## src/rtl/mpmc11_pkg.sv

```systemverilog
// rtl/mpmc11_pkg.sv - shared types and widths for the mpmc11 channel arbiter
package mpmc11_pkg;

    typedef enum logic [1:0] {
        ARB_IDLE,
        ARB_BUSY,
        ARB_RECOVER
    } mpmc11_arb_state_t;

    localparam int MPMC11_TO_W     = 16;
    localparam int MPMC11_STARVE_W = 8;

endpackage

```

## src/rtl/mpmc11_rr_pick.sv

```systemverilog
// rtl/mpmc11_rr_pick.sv - round-robin search of a request mask starting after last
module mpmc11_rr_pick #(
    parameter  int NCH = 8,
    localparam int CW  = $clog2(NCH)
) (
    input  logic [NCH-1:0] mask,
    input  logic [CW-1:0]  last,
    output logic           found,
    output logic [CW-1:0]  idx
);

    int c;

    always_comb begin
        found = 1'b0;
        idx   = '0;
        c     = 0;
        // last itself is visited at i == NCH, so a lone requester can win again
        for (int i = 1; i <= NCH; i++) begin
            c = int'(last) + i;
            if (c >= NCH) begin
                c = c - NCH;
            end
            if (!found && mask[c]) begin
                found = 1'b1;
                idx   = CW'(c);
            end
        end
    end

endmodule

```

## src/rtl/mpmc11_ch_arbiter.sv

```systemverilog
// rtl/mpmc11_ch_arbiter.sv - round-robin channel arbiter with priority, starvation promotion and grant watchdog
module mpmc11_ch_arbiter
    import mpmc11_pkg::*;
#(
    parameter  int NCH         = 8,
    parameter  int TO_LIMIT    = 512,
    parameter  int STARVE_LIM  = 64,
    parameter  int RECOVER_CYC = 4,
    localparam int CW          = $clog2(NCH)
) (
    input  logic                   clk,
    input  logic                   rst_n,
    input  logic [NCH-1:0]         req,
    input  logic [NCH-1:0]         prio,
    input  logic                   mem_ready,
    input  logic                   done,
    output logic [NCH-1:0]         gnt,
    output logic                   gnt_valid,
    output logic [CW-1:0]          gnt_ch,
    output logic                   timeout,
    output logic [MPMC11_TO_W-1:0] to_cnt
);

    mpmc11_arb_state_t          state_q, state_d;
    logic [NCH-1:0]             gnt_q, gnt_d;
    logic [CW-1:0]              gnt_ch_q, gnt_ch_d;
    logic [CW-1:0]              last_q, last_d;
    logic [MPMC11_TO_W-1:0]     to_cnt_q, to_cnt_d;
    logic                       timeout_q, timeout_d;
    logic [3:0]                 rec_q, rec_d;
    logic [MPMC11_STARVE_W-1:0] starve_q [NCH];
    logic [MPMC11_STARVE_W-1:0] starve_d [NCH];

    logic [NCH-1:0] starved;
    logic           f_starve, f_prio, f_any;
    logic [CW-1:0]  i_starve, i_prio, i_any, win;

    always_comb begin
        for (int i = 0; i < NCH; i++) begin
            starved[i] = req[i] && (starve_q[i] == MPMC11_STARVE_W'(STARVE_LIM));
        end
    end

    mpmc11_rr_pick #(.NCH(NCH)) u_pick_starve (.mask(starved),    .last(last_q), .found(f_starve), .idx(i_starve));
    mpmc11_rr_pick #(.NCH(NCH)) u_pick_prio   (.mask(req & prio), .last(last_q), .found(f_prio),   .idx(i_prio));
    mpmc11_rr_pick #(.NCH(NCH)) u_pick_any    (.mask(req),        .last(last_q), .found(f_any),    .idx(i_any));

    assign win = f_starve ? i_starve : (f_prio ? i_prio : i_any);

    always_comb begin
        state_d   = state_q;
        gnt_d     = gnt_q;
        gnt_ch_d  = gnt_ch_q;
        last_d    = last_q;
        to_cnt_d  = '0;
        timeout_d = 1'b0;
        rec_d     = '0;
        case (state_q)
            ARB_IDLE: begin
                if (|req && mem_ready) begin
                    state_d  = ARB_BUSY;
                    gnt_d    = NCH'(1) << win;
                    gnt_ch_d = win;
                end
            end
            ARB_BUSY: begin
                // done takes precedence over the watchdog on the same cycle
                if (done || (to_cnt_q == MPMC11_TO_W'(TO_LIMIT - 1))) begin
                    state_d   = done ? ARB_IDLE : ARB_RECOVER;
                    timeout_d = !done;
                    gnt_d     = '0;
                    gnt_ch_d  = '0;
                    last_d    = gnt_ch_q;
                end else begin
                    to_cnt_d = to_cnt_q + 1'b1;
                end
            end
            ARB_RECOVER: begin
                if (rec_q == 4'(RECOVER_CYC - 1)) begin
                    state_d = ARB_IDLE;
                end else begin
                    rec_d = rec_q + 1'b1;
                end
            end
            default: state_d = ARB_IDLE;
        endcase
    end

    always_comb begin
        for (int i = 0; i < NCH; i++) begin
            if (!req[i] || gnt_q[i]) begin
                starve_d[i] = '0;
            end else if (starve_q[i] != MPMC11_STARVE_W'(STARVE_LIM)) begin
                starve_d[i] = starve_q[i] + 1'b1;
            end else begin
                starve_d[i] = starve_q[i];
            end
        end
    end

    always_ff @(posedge clk or negedge rst_n) begin
        if (!rst_n) begin
            state_q   <= ARB_IDLE;
            gnt_q     <= '0;
            gnt_ch_q  <= '0;
            last_q    <= CW'(NCH - 1);
            to_cnt_q  <= '0;
            timeout_q <= 1'b0;
            rec_q     <= '0;
            for (int i = 0; i < NCH; i++) begin
                starve_q[i] <= '0;
            end
        end else begin
            state_q   <= state_d;
            gnt_q     <= gnt_d;
            gnt_ch_q  <= gnt_ch_d;
            last_q    <= last_d;
            to_cnt_q  <= to_cnt_d;
            timeout_q <= timeout_d;
            rec_q     <= rec_d;
            for (int i = 0; i < NCH; i++) begin
                starve_q[i] <= starve_d[i];
            end
        end
    end

    assign gnt       = gnt_q;
    assign gnt_valid = |gnt_q;
    assign gnt_ch    = gnt_ch_q;
    assign timeout   = timeout_q;
    assign to_cnt    = to_cnt_q;

endmodule

```

## config.mk

```make
export PLATFORM = sky130hd
export DESIGN_NAME = mpmc11_ch_arbiter
export DESIGN_NICKNAME = d
export VERILOG_FILES = /design/src/rtl/mpmc11_pkg.sv /design/src/rtl/mpmc11_rr_pick.sv /design/src/rtl/mpmc11_ch_arbiter.sv
export SDC_FILE = /design/constraint.sdc
export NUM_CORES = 1
export LEC_CHECK = 0
export ABC_AREA = 1
export CAP_MARGIN = 20
export CORE_MARGIN = 1
export CORE_UTILIZATION = 40
export CTS_BUF_LIST = sky130_fd_sc_hd__clkbuf_8 sky130_fd_sc_hd__clkbuf_16
export CTS_CLUSTER_SIZE = 24
export DETAILED_ROUTE_END_ITERATION = 10
export DONT_BUFFER_PORTS = 1
export GPL_ROUTABILITY_DRIVEN = 1
export PLACE_DENSITY = 0.56
export SLEW_MARGIN = 40
export SYNTH_ARGS = -nofsm -noshare
export SYNTH_HDL_FRONTEND = slang
export SYNTH_SLANG_ARGS = --single-unit
```

## constraint.sdc

```tcl
create_clock -name clk -period 3.1 [get_ports clk]
set_clock_uncertainty 0.2 [all_clocks]
set_input_delay 0.93 -clock clk [delete_from_list [all_inputs] [get_ports clk]]
set_output_delay 0.93 -clock clk [all_outputs]
set_load 0.05 [all_outputs]
```

==> reports/metrics.yaml, run 1 <==
power_and_ir_drop:
  clock_power_share_pct: 12.7
  total_switching_power_uw: 5240
  fin_total_pwr_uw: 10300
  seqPwrFrac_pct: 16.5
  power_per_cell_area_mw_per_mm2: 1150
  netSwitchingFraction_pct: 51.0
  power.internal_uw: 5040
  combPwrFrac_pct: 70.8
  max-vdd-ir-drop_mv: 0.637
  p_leak_uw: 0.00445
logic_synthesis:
  count_of_warnings_emitted_by_yosys: 0
  synth-seq-cells: 101
  synth.lib_cells_used.distinct: 46
  yosys_most_used_dff: "dfrtp_1"
  yosys-top-cells-area: "dfrtp_1 (33%), nand2_1 (16%), nand3_1 (10%), inv_1 (7.7%), nor2_1 (6.5%)"
  synth_top_cell_area_share_pct: 33.4
  syn-num-nets: 1162
  synth_area_leader_cell: "dfrtp_1"
  async_reset_ff_share_pct: 100
  syn_inst: 1122
  synthesis.area_sq_mm: 0.00735
  synthesis.area_per_instance_sq_um: 6.55
  yosys-top-cells-count: "nand2_1 (309), inv_1 (151), nand3_1 (150), nor2_1 (127), dfrtp_1 (98)"
  synth_enable_flop_cells: 0
  seq_total_area_yosys_pct: 34.5
  yosys.cell_count.top_type: "nand2_1"
cells_and_area:
  number_of_inserted_diodes: 0
  nets: 1245
  utilization_pct: 49.8
  filler_cell_count: 1854
  area_growth_syn_to_layout_pct: 21.8
  post_route_cells_drive_above_1_share_pct: 17.4
critical_path:
  timing.critical_path.to_type: "flip-flop"
  timing.setup.critical_path_class: "reg -> reg"
  cp_data_required_time_ps: 3150
  launch_point_of_the_worst_reg_to_reg_path: "last_q[0]"
  timing.critical_path.fanout_max: 5
  r2r_slack_ps: 120
  timing.rr.end: "gnt[1]"
  worst_reg2reg_path_depth: 17
  cp_data_arrival_time_ps: 3040
  timing.critical_path.from_type: "flip-flop"
timing:
  hold_viol_final: 0
  finalSetupViolCount: 0
  rsz0062_at_grt: "true"
  max_slew.worst_pin.slew_ps: 608
  worst_slew_margin_rel_pct: 59.4
  timing.setup.tns_ps: 0
  fmax_mhz: 335
  timing_max_transition_violations_final: 0
  period_share_pct: 96.3
  final.min_clock_period_ps: 2980
clocking:
  worst_setup_hold_path_clk_slew_ps: 80
  cts_root_buf: "clkbuf_16"
  holdBufCountCts: 0
  clock_tree_from_tritoncts: "built"
  numCtsBuffers: 9
  clock_sinks: 101
  clockBufferDepth: 2
  clk_latency_ps: 360
  h-tree-depth: 3
job:
  drv_cap: 0
floorplan:
  row_count: 49
  coreArea_sq_mm: 0.0180
  die-height_microns: 138
  design.die.area_sq_mm: 0.0189
  i_o_pin_total: 49
  initial_util_pct: 40.9
  die_width_microns: 138
grt:
  grt_use_total_pct: 23.4
  grt_pass1_wl_microns: 34300
  grt_start_max_net_pins: 102
  antenna_found_initial: 1
  grt_pass1_vias: 7045
  global_route.overflow_total: 0
run_status:
  status: "complete, no violations"
drt:
  detail_route.wl_per_cell_microns: 14.8
  drt_wl_total_microns: 21300
  vias_per_cell: 5.21
  drtAntennaViolNets: 0
  route.vias.total: 7496
  drt_first_pass_iters: 5
  post-route-drc-count: 0
  dr.first_iter.drc_count: 565
place:
  hpwl_microns: 16200
  place_congestion: 0.932
  buffer_ports.inserted: 0
worst_hold_path:
  hold_class: "in -> async"
repair_timing:
action | in CTS | in global routing
gates cloned | 0 | 0
pin swaps | 1 | 27
setup buffers | 2 | 11
endpoints found under the setup margin | 11 | 11
resized for setup | 4 | 85
metrics by stage:
step / cell area (sq um) / worst slack, ps / hold WS (ps) / instances
after floorplan: 7380 / 4.98 / 231 / 1122
after global placement: 8160 / -127 / 253 / 1410
after detailed placement: 8160 / -145 / 256 / 1410
after CTS: 8530 / -9.38 / 52.4 / 1428
after global routing: 8950 / -62.3 / 44.2 / 1439
final: 8950 / 116 / 60.7 / 1439
power groups by stage:
stage | Clock, uW | Sequential (uW) | Combinational (uW)
after global routing | 1400 | 1720 | 8010
after detailed placement | 0 | 1710 | 6180
after global placement | 0 | 1710 | 6170
after CTS | 1360 | 1680 | 6290
final | 1310 | 1700 | 7280
after floorplan | 0 | 1770 | 4140
routing by layer:
layer / global-route usage [%] / share of wire [%] / up-vias
met5: 0 / 0 / -
met4: 6.04 / 1.7 / 0
met3: 6.48 / 7.5 / 30
met2: 38.4 / 46 / 182
met1: 30.2 / 45 / 3456
li1: - / - / 3828
worst max-delay path, stage by stage, from the launching register on:
cell and delay (ps):
dfstp_2 580, buf_6 130, ha_4 200, xor2_4 110, buf_4 160, buf_4 150, nand3_1 110, nand2_1 120
nor2_4 170, nand4_1 150, nor2_4 170, nand3_2 120, nor2_1 140, nand2_2 100, nand2_2 90, nor2_4 50
nand3_1 90, nand2_1 50
area by class of cell:
type	instances	area, sq um	area share [%]
tap	229	287	3.20
multi-input combinational	847	4440	49.6
inverter	155	594	6.64
timing repair buffer	91	739	8.26
sequential	101	2530	28.3
clock buffer	9	225	2.52
clock inverter	7	126	1.41
state kept, by name, indices dropped and copies added, names as in the netlist:
register	cells
to_cnt	16
timeout	1
rec_q	4
gnt	8
last_q	3
starve_q	64
state_q	2
gnt_ch	3
cell families after synthesis:
family	count (synthesis)	share of synthesized area (%)
AO/OA/AOI/OAI	119	8.72
buffers and inverters	174	9.50
adder cells (fa/ha/maj)	20	3.41
flip-flops	101	34.5
AND/OR/NAND/NOR	696	42.0
XOR/XNOR	12	1.89
how the worst max path moves through the flow:
| stage | start | endpoint | slack [ps] | cells past startpoint |
|---|---|---|---|---|
| 2_1_floorplan | last_q[1] | gnt[0] | 5 | 21 |
| 3_3_place_gp | last_q[0] | gnt[3] | -130 | 17 |
| 3_5_place_dp | last_q[0] | gnt[3] | -150 | 17 |
| 4_1_cts | last_q[0] | gnt[3] | -9 | 16 |
| 5_1_grt | last_q[0] | gnt[3] | -60 | 20 |
| 6_report | last_q[0] | gnt[1] | 120 | 17 |
cell usage in the layout (no fill, tap or decap), types with 3 or more instances in the layout:
cell type / instances
a21oi_1: 46
a31oi_1: 3
and3_1: 3
buf_12: 3
buf_4: 84
buf_6: 3
clkbuf_16: 9
clkinv_8: 3
dfrtp_1: 98
ha_1: 18
inv_1: 148
inv_2: 3
nand2_1: 288
nand2_2: 25
nand3_1: 123
nand3_2: 28
nand3b_1: 5
nand4_1: 28
nor2_1: 117
nor2_2: 9
nor2_4: 11
nor3_1: 39
nor4_1: 7
o21a_1: 4
o21ai_0: 51
o22ai_1: 3
or2_2: 5
xnor2_1: 3
xor2_1: 5
Power figures use the tool's default switching activity.
==> run 2: changes to the inputs <==
Settings changed: CORE_MARGIN 1 to 2, GPL_ROUTABILITY_DRIVEN 1 to default, SKIP_LAST_GASP from default to 1.
==> run 2 against run 1 <==
First-iteration DRC count is 12% lower. Highest routed layer unchanged. Largest cell class unchanged. Maximum frequency is 0.65% lower. Final area about the same. Final cell count decreased by 0.35%.
==> reports/metrics.yaml, run 2 (synthesized netlist as in run 1, its figures left out) <==
clocking:
  clk_latency_ps: 370  # about the same
  h-tree-depth: 3  # unchanged
  clockBufferDepth: 2  # unchanged
  cts_root_buf: "clkbuf_16"
  numCtsBuffers: 9  # unchanged
  worst_setup_hold_path_clk_slew_ps: 80  # about the same
  clock_tree_from_tritoncts: "built"
  clock_sinks: 101  # unchanged
  holdBufCountCts: 0  # unchanged
power_and_ir_drop:
  power_per_cell_area_mw_per_mm2: 1140  # -0.55%
  max-vdd-ir-drop_mv: 0.742  # +17%
  p_leak_uw: 0.00443  # -0.38%
cells_and_area:
  final_common_cell: "nand2_1"
  utilization_pct: 49.8  # about the same
  final_cell_area_sq_mm: 0.00894  # about the same
  layout_common_cells: "nand2_1 (293), inv_1 (148), nand3_1 (123), nor2_1 (116), dfrtp_1 (98)"
  registers.top_by_ff_count: "starve_q"
  number_of_inserted_diodes: 0  # unchanged
  filler_cell_count: 1868  # +0.76%
  nets: 1240  # -0.40%
  post_layout_nonfiller_instances: 1434  # -0.35%
  post_route_cells_drive_above_1_share_pct: 16.6  # -0.76 points
  area_growth_syn_to_layout_pct: 21.7  # about the same
  flip_flop_count_of_the_largest_register_after_layout: 64  # unchanged
critical_path:
  timing.setup.critical_path_class: "reg -> reg"
  slowest_stage: "dfstp_2"
  timing.critical_path.to_type: "flip-flop"
  timing.critical_path.from_type: "flip-flop"
  path_delay_family: "simple AND/OR/NAND/NOR gates"
  cp_data_required_time_ps: 3200  # +50 ps
  critical_path.max_stage_delay_ps: 600  # +20 ps
  worstPathBufferInverterCount: 3  # unchanged
  worst_path_most_repeated_cell: "nand3_1"
  crit_chain: "inv_4 > ha_4 > inv_8 > nand3_1 > nand3_2 > nand2_4 > nand2_2 > nor2_4 > nand2_2 > nor2_4 > buf_4 > nand3_1 > nand2_1 > nand2_1 > nand3_1 > nand2_2 > nor2_4 > nand3_1 > nand2_1"
  cp_data_arrival_time_ps: 3100  # +60 ps
  timing.critical_path.fanout_max: 12  # +7
floorplan:
  coreArea_sq_mm: 0.0180  # unchanged
  die-height_microns: 140  # +1.5%
  i_o_pin_total: 49  # unchanged
  initial_util_pct: 40.9  # unchanged
  die_width_microns: 140  # +1.5%
  design.die.area_sq_mm: 0.0195  # +2.9%
  row_count: 49  # unchanged
drt:
  route.vias.total: 7513  # +0.23%
  post-route-drc-count: 0  # unchanged
  drt_wl_total_microns: 21400  # +0.70%
  drt_first_pass_iters: 5  # unchanged
  drtAntennaViolNets: 0  # unchanged
  dr.first_iter.drc_count: 498  # -12%
  detail_route.wl_per_cell_microns: 14.9  # +1.0%
  vias_per_cell: 5.24  # +0.58%
timing:
  final.min_clock_period_ps: 3000  # +19.6 ps
  fmax_mhz: 333  # -0.65%
  hold_viol_final: 0  # unchanged
  max_slew.worst_pin.slew_ps: 590  # -17.9 ps
  worst_slew_margin_rel_pct: 60.6  # +1.2 points
  rsz0062_at_grt: "true"
  period_share_pct: 96.9  # +0.63 points
  finalSetupViolCount: 0  # unchanged
  post-route-worst-setup-slack_ps: 96.1  # -19.6 ps
  hold_slack_ps: 57.0  # -3.73 ps
  timing_max_transition_violations_final: 0  # unchanged
job:
  drv_cap: 0  # unchanged
grt:
  global_route.overflow_total: 0  # unchanged
  antenna_found_initial: 1  # unchanged
  grt_start_max_net_pins: 102  # unchanged
  grt_pass1_wl_microns: 34900  # +1.7%
  grt_use_total_pct: 22.1  # -1.4 points
  grt_pass1_vias: 7091  # +0.65%
run_status:
  status: "complete, no violations"
place:
  place_inst: 1405  # -0.35%
  buffer_ports.inserted: 0  # unchanged
  cell_area_reported_after_detailed_placement_sq_mm: 0.00817  # +0.15%
  hpwl_microns: 16200  # about the same
  pre_cts_ws_ps: -94.0  # +51.3 ps
  place_congestion: 0.930  # -0.23%
worst_hold_path:
  hold_class: "in -> async"
-- run 2: timing repair --
action / CTS / global route
setup endpoints to repair: 11 / 11
buffers inserted: 2 / 9
resized for setup: 9 / 69
hold endpoints to repair: 0 / 0
pin swaps: 0 / 21
cloned: 0 / 2
-- run 2: per-layer routing --
layer  vias to the layer above  wire length [microns]  share of wire [%]  global-route usage [%]
li1                       3807                      -                  -                       -
met1                      3493                   9840                 46                    29.3
met2                       175                   9600                 45                    35.8
met3                        38                   1440                6.7                    5.30
met4                         0                    526                2.5                    6.65
met5                         -                      0                  0                       0
-- run 2: stage by stage --
stage                     setup TNS, ps  power [uW]
after floorplan                       0        5910
after global placement             -657        7920
after detailed placement           -698        7910
after CTS                             0        9320
after global routing               -347       11000
final                                 0       10200
-- run 2: worst paths after layout --
kind	start	endpoint	slack, ps	depth (start not counted)
min in group clk	rec_q[0]	rec_q[0]	270	1
min reg2reg	rec_q[0]	rec_q[0]	270	1
max	last_q[0]	gnt[2]	100	19
max in group asynchronous	rst_n	last_q[1]	2370	0
max reg2reg	last_q[0]	gnt[2]	100	19
min	rst_n	starve_q[31]	60	0
-- run 2: area by class of cell --
| cell class | count | area (sq um) | share of cell area [%] |
|---|---|---|---|
| Multi-Input combinational cell | 847 | 4430 | 49.6 |
| Sequential cell | 101 | 2530 | 28.3 |
| Timing Repair Buffer | 86 | 774 | 8.66 |
| Inverter | 155 | 592 | 6.62 |
| Tap cell | 229 | 287 | 3.20 |
| Clock buffer | 9 | 225 | 2.52 |
| Clock inverter | 7 | 100 | 1.12 |
-- run 2: worst reg2reg max path, stage by stage, from the launching register on --
cell	delay (ps)
dfstp_2	600
inv_4	70
ha_4	320
inv_8	70
nand3_1	130
nand3_2	120
nand2_4	110
nand2_2	70
nor2_4	120
nand2_2	90
nor2_4	190
buf_4	140
nand3_1	50
nand2_1	70
nand2_1	110
nand3_1	130
nand2_2	90
nor2_4	130
nand3_1	100
nand2_1	70
-- run 2: power by group --
part           leakage, uW  total (uW)  internal (uW)  switching, uW
Sequential         0.00137        1690           1480            208
Combinational      0.00290        7260           2770           4490
Clock             0.000158        1260            655            609
